$ cat config.mk
export PLATFORM = sky130hd
export DESIGN_NAME = seg7_capture
export DESIGN_NICKNAME = d
export VERILOG_FILES = /design/src/rtl/seg7_capture.sv
export SDC_FILE = /design/constraint.sdc
export NUM_CORES = 1
export LEC_CHECK = 0
export ABC_AREA = 1
export CORE_MARGIN = 4
export CORE_UTILIZATION = 30
export DETAILED_ROUTE_END_ITERATION = 8
export MAX_ROUTING_LAYER = met4
export PLACE_DENSITY = 0.49
export SLEW_MARGIN = 20
export SYNTH_ARGS = -nofsm -noshare
export SYNTH_HDL_FRONTEND = slang
export SYNTH_SLANG_ARGS = --single-unit
$ cat constraint.sdc
create_clock -name clk -period 1.6 [get_ports clk]
set_input_delay 0.32 -clock clk [delete_from_list [all_inputs] [get_ports clk]]
set_output_delay 0.32 -clock clk [all_outputs]
set_load 0.05 [all_outputs]
$ cat src/rtl/seg7_capture.sv
// Seven-segment display scanner: debounces multiplexed digit samples, assembles a
// frame of DIGITS decoded nibbles and hands it off with valid/ready. Option macro: SEG7_CAPTURE_ERR_EN.
module seg7_capture #(
  parameter int DIGITS     = 4,
  parameter int STABLE_CYC = 4
) (
  input  logic                  clk,
  input  logic                  rst_n,
  input  logic [6:0]            seg,
  input  logic [DIGITS-1:0]     dig_sel,
  output logic [4*DIGITS-1:0]   out_bcd,
  output logic                  out_err,
  output logic                  out_ovf,
  output logic                  out_valid,
  input  logic                  out_ready
);

  typedef enum logic {COLLECT, FULL} state_e;

  state_e              state_q, state_d;
  logic [6:0]          seg_q;
  logic [DIGITS-1:0]   sel_q;
  logic [7:0]          cnt_q, cnt_d;
  logic [4*DIGITS-1:0] slot_q, slot_d;
  logic [DIGITS-1:0]   seen_q, seen_d;
  logic [4*DIGITS-1:0] bcd_q, bcd_d;
  logic                err_q, err_d;
  logic                ovf_q, ovf_d;
  logic                valid_q, valid_d;

  logic [3:0]          dec_nib;
  logic                one_hot, match, write_en, frame_err;

  // Invalid patterns decode to F, which no legal digit produces, so F doubles as the invalid flag.
  always_comb begin
    dec_nib = 4'hF;
    case (seg)
      7'h7E: dec_nib = 4'd0;
      7'h30: dec_nib = 4'd1;
      7'h6D: dec_nib = 4'd2;
      7'h79: dec_nib = 4'd3;
      7'h33: dec_nib = 4'd4;
      7'h5B: dec_nib = 4'd5;
      7'h5F: dec_nib = 4'd6;
      7'h70: dec_nib = 4'd7;
      7'h7F: dec_nib = 4'd8;
      7'h7B: dec_nib = 4'd9;
      default: dec_nib = 4'hF;
    endcase
  end

`ifdef SEG7_CAPTURE_ERR_EN
  always_comb begin
    frame_err = 1'b0;
    for (int i = 0; i < DIGITS; i++) begin
      if (slot_q[4*i +: 4] == 4'hF) frame_err = 1'b1;
    end
  end
`else
  assign frame_err = 1'b0;
`endif

  assign one_hot  = (dig_sel != '0) && ((dig_sel & (dig_sel - DIGITS'(1))) == '0);
  assign match    = (seg == seg_q) && (dig_sel == sel_q);
  // Fires only on the transition into saturation, giving one write per stable period.
  assign write_en = match && (cnt_q == 8'(STABLE_CYC - 1)) && one_hot;

  always_comb begin
    if (!match) begin
      cnt_d = 8'd1;
    end else if (cnt_q == 8'(STABLE_CYC)) begin
      cnt_d = cnt_q;
    end else begin
      cnt_d = cnt_q + 8'd1;
    end
  end

  always_comb begin
    state_d = state_q;
    seen_d  = seen_q;
    slot_d  = slot_q;
    bcd_d   = bcd_q;
    err_d   = err_q;
    ovf_d   = ovf_q;
    valid_d = valid_q;

    if (valid_q && out_ready) valid_d = 1'b0;

    case (state_q)
      COLLECT: begin
        if (&seen_q) state_d = FULL;
      end
      FULL: begin
        state_d = COLLECT;
        seen_d  = '0;
        if (!valid_q || out_ready) begin
          bcd_d   = slot_q;
          err_d   = frame_err;
          valid_d = 1'b1;
        end else begin
          ovf_d = 1'b1;
        end
      end
      default: state_d = COLLECT;
    endcase

    // A write in the FULL cycle lands after the clear and so starts the next frame.
    if (write_en) begin
      for (int i = 0; i < DIGITS; i++) begin
        if (dig_sel[i]) begin
          slot_d[4*i +: 4] = dec_nib;
          seen_d[i]        = 1'b1;
        end
      end
    end
  end

  always_ff @(posedge clk or negedge rst_n) begin
    if (!rst_n) begin
      state_q <= COLLECT;
      seg_q   <= '0;
      sel_q   <= '0;
      cnt_q   <= '0;
      slot_q  <= '0;
      seen_q  <= '0;
      bcd_q   <= '0;
      err_q   <= 1'b0;
      ovf_q   <= 1'b0;
      valid_q <= 1'b0;
    end else begin
      state_q <= state_d;
      seg_q   <= seg;
      sel_q   <= dig_sel;
      cnt_q   <= cnt_d;
      slot_q  <= slot_d;
      seen_q  <= seen_d;
      bcd_q   <= bcd_d;
      err_q   <= err_d;
      ovf_q   <= ovf_d;
      valid_q <= valid_d;
    end
  end

  assign out_bcd   = bcd_q;
  assign out_err   = err_q;
  assign out_ovf   = ovf_q;
  assign out_valid = valid_q;

endmodule

==> results.md <==
- The clock tree from TritonCTS is done.
- In this run, distinct cell masters in the synthesized netlist total 26.
- The first detailed-routing pass took 4 iterations.
- The area taken by multi-input logic gates is 1170 um2.
- Clock tree synthesis selected as its root buffer the cell clkbuf_8.
- The final critical-path share of the clock period is 98.2%.
- The final hold violation count is 0.
- The number of I/O port buffers is 31.
- The tool flagged a number of max-cap violations equal to 0.
- The worst reg-to-reg setup slack is 0.03 ns.
- The worst setup path is launched from a flop.
- The sum of negative setup slack is 0 ns.
- The via count of the first global-routing pass is 2,144.
- Once detail routing completed, the nets flagged for antenna violations numbered 0.
- The sum of net half-perimeters after detailed placement is 4070 um.
- The final number of setup-violating endpoints is 0.
- The critical path is of the flop to flop type.
- The violation count after the first detailed-routing iteration is 51.
- When the netlist entered floorplanning its net count stood at 309.
- After floorplanning, the core was sized to cover 8680 um2.
- The source-to-sink clock delay at the later pin of the worst-skew pair is 0.34 ns.
- The number of instances in the synthesized netlist is 293.
- Summing the sequential cell areas from Yosys gives 54.7% of the chip area.
- The end of the critical path is cnt_q[0]$_DFFE_PN0P_.
- The clock tree skew after final layout is 0.0109 ns.
- The total power density per cell area is 884 nW/um2.
- The number of pins exceeding their max-slew limit in the final report is 0.
- The peak supply drop is 310 uV.
- The share of final-layout standard cells stronger than drive strength 1 is 33.3%.
- In this run the critical register-to-register path is launched from cnt_q[1]$_DFFE_PN0P_.
- The worst flop-to-flop path endpoint is cnt_q[0]$_DFFE_PN0P_.
- In this run the count of I/O pins placed on the die edge is 33.
- After the last flow step, the layout net total stands at 389.
- Each instance of the synthesized netlist takes up on average 9.05 um2.
- The worst min-delay path class is input pin to flop.
- The number of antenna violations at the first check in global routing is 0.
- Along the worst path, the maximum fanout reaches 3.
- The origin of the worst setup path is cnt_q[1]$_DFFE_PN0P_.
- Summed over all cells, the static leakage comes to 0.00190 uW.
- The number of filler instances in the final layout is 904.
- The sequential cell area is 1450 um2.
- The fraction of met2 tracks used by global routing is 19.0%.
- The number of synthesized register bits is 58.
- Entering global routing, the biggest net connects 59 pins.
- The smallest clock period supported by the final layout is computed as 1.57 ns.
- The cell area that synthesis handed to floorplanning was 2650 um2.
- The post-route core utilization is 42.6%.
- The tree built by TritonCTS fans out to 58 sinks.
- The power after layout is 3270 uW.
- The number of cells on the worst reg-to-reg path is 8.
- The endpoint required time on the critical path is 1.82 ns.
- The count of yosys warnings during synthesis is 0.
- Derived from the worst setup path, the maximum achievable clock frequency is 637 MHz.
- The first global-routing pass estimated 9970 um of wire.
- STA puts the critical path data arrival time at 1.79 ns.
- The die is 102 um tall.
- The number of buffers between clock root and the deepest sink is 2.
- The run finished with clean final reports.
- The tightest hold path in the finished design has a slack of 0.172 ns.
- The final routed wirelength across all metal layers is 5820 um.
- The number of core rows is 34.
- The via-per-instance ratio is 4.35.
- 0 antenna diodes ended up in the layout.
- For this run, the total global-route usage over all layers was measured as 12.8%.
- Setup repair after global routing could not meet its margin everywhere.
- The final routed wire length divided by cell count is 12.0 um.
- The kind of end point of the critical path is a flop.
- The overall die area is 10,400 um2.
- The total grt overflow is 0.
- The CTS buffer count is 9.
- The routing usage on met1 is 16.1%.
- The clock input transition at the sequential cells of the worst setup and hold paths is 0.07 ns.
- The met3 usage in global routing is 3.41%.
- The number of remaining DRC errors is 0.
- For this configuration, the core starts out at a cell density of 30.6%.
- Relative to the synthesized area, the layout overhead comes to 39.3%.
- At the end of routability-driven placement, the weighted congestion stood at 0.854.
- The die extent in x is 102 um.
- After global routing, the most crowded layer is met2.
- The routed layout has 2,115 vias.
- The H-tree generated during clock tree synthesis spans 3 levels.
## cells in the mapped netlist
cell       n  area (um2)
o21a_1     1        7.51
inv_2      3        11.3
buf_2      1        5.00
o31ai_1    1        7.51
buf_4      1        7.51
nand3_4    1        17.5
mux2_2    16         180
nand4_1    5        31.3
nand3_1   16        80.1
conb_1     1        3.75
o21ai_0    5        25.0
dfrtp_1   58        1450
xnor2_1    5        43.8
a21oi_1    4        20.0
nand2_1   98         368
nor3_1     5        25.0
inv_1     29         109
xor2_1     2        17.5
nor2_2     1        6.26
o21bai_1   1        7.51
and2_1     1        6.26
nor3b_2    1        12.5
nor2_4     6        67.6
nor4_1     3        18.8
nor2_1    26        97.6
ha_1       2        25.0
## cells in the final DEF (no fill, tap or decap), drive strengths merged, types with 2 or more instances in the layout
cell,n
nor3,5
o21ai,5
clkdlybuf4s50,2
xnor2,5
dlymetal6s2s,2
nand4,5
dfrtp,58
ha,2
a21oi,4
bufinv,2
clkbuf,12
clkinv,2
nor4,3
buf,58
nor2,33
mux2,16
inv,32
nand3,17
dlygate4sd2,8
nand2,98
xor2,2
## state kept, by name, summed over array words and instances (netlist names)
name,flops
out_bcd,16
slot_q,16
cnt_q,8
seg_q,7
seen_q,4
sel_q,4
out_ovf,1
out_valid,1
state_q,1
## per-stage QoR
| step | setup WS (ns) | area, um2 | std cells |
|---|---|---|---|
| 5_1_grt | -0.0994 | 3700 | 486 |
| 6_report | 0.0291 | 3700 | 486 |
| 4_1_cts | 0.00699 | 3600 | 485 |
| 2_1_floorplan | 0.0814 | 2650 | 293 |
| 3_5_place_dp | -0.478 | 3350 | 468 |
| 3_3_place_gp | -0.442 | 3350 | 468 |
## power breakdown
group          switching, uW  internal [uW]  leakage, uW
sequential              7.28           1480     0.000777
combinational            137           92.1      0.00101
clock                    587            962     0.000117
total                    731           2540      0.00190
## repair_timing
action,4_1_cts,5_1_grt
hold buffers,1,0
buffers inserted,0,1
hold endpoints to repair,58,0
pin swaps,4,24
setup endpoints to repair,20,24
gates resized for setup,15,26
## routing by layer
metal  share of wire (%)  vias to the layer above
met5                   0                        -
met4                 1.9                        0
met3                 4.2                       10
met2                  47                       36
met1                  47                      983
li1                    -                     1086
## layout make-up
type	instances	share of cell area [%]
Timing Repair Buffer	71	15.9
Multi-Input combinational cell	201	31.7
Tap cell	108	3.66
Clock buffer	12	4.20
Inverter	32	3.25
Sequential cell	58	39.3
Clock inverter	4	2.00
## critical path, stage by stage, from the launching register on
cell	delay [ns]
dfrtp_1	0.40
buf_4	0.15
inv_1	0.05
ha_2	0.17
nand3_2	0.10
nor3_2	0.22
buf_4	0.16
xor2_2	0.13
nand3_1	0.08
## worst min path at each step
| stage | depth (start not counted) | startpoint | slack (ns) | end |
|---|---|---|---|---|
| after CTS | 1 | dig_sel[1] | 0.33 | sel_q[1]$_DFF_PN0_ |
| after detailed placement | 2 | rst_n | 0.35 | seg_q[2]$_DFF_PN0_ |
| final | 1 | seg[0] | 0.17 | seg_q[0]$_DFF_PN0_ |
| after global placement | 2 | rst_n | 0.35 | seg_q[4]$_DFF_PN0_ |
| after floorplan | 0 | rst_n | 0.02 | cnt_q[0]$_DFFE_PN0P_ |
| after global routing | 1 | seg[0] | 0.19 | seg_q[0]$_DFF_PN0_ |
## cell families after synthesis
logic type / count (synthesis) / synth area share (%)
other: 1 / 0.141
adder cells (fa/ha/maj): 2 / 0.943
flip-flops: 58 / 54.7
buffers and inverters: 34 / 5.00
multiplexers: 16 / 6.79
AO/OA/AOI/OAI: 12 / 2.55
AND/OR/NAND/NOR: 163 / 27.5
XOR/XNOR: 7 / 2.31
No activity file was read; power rests on OpenSTA's default activity.
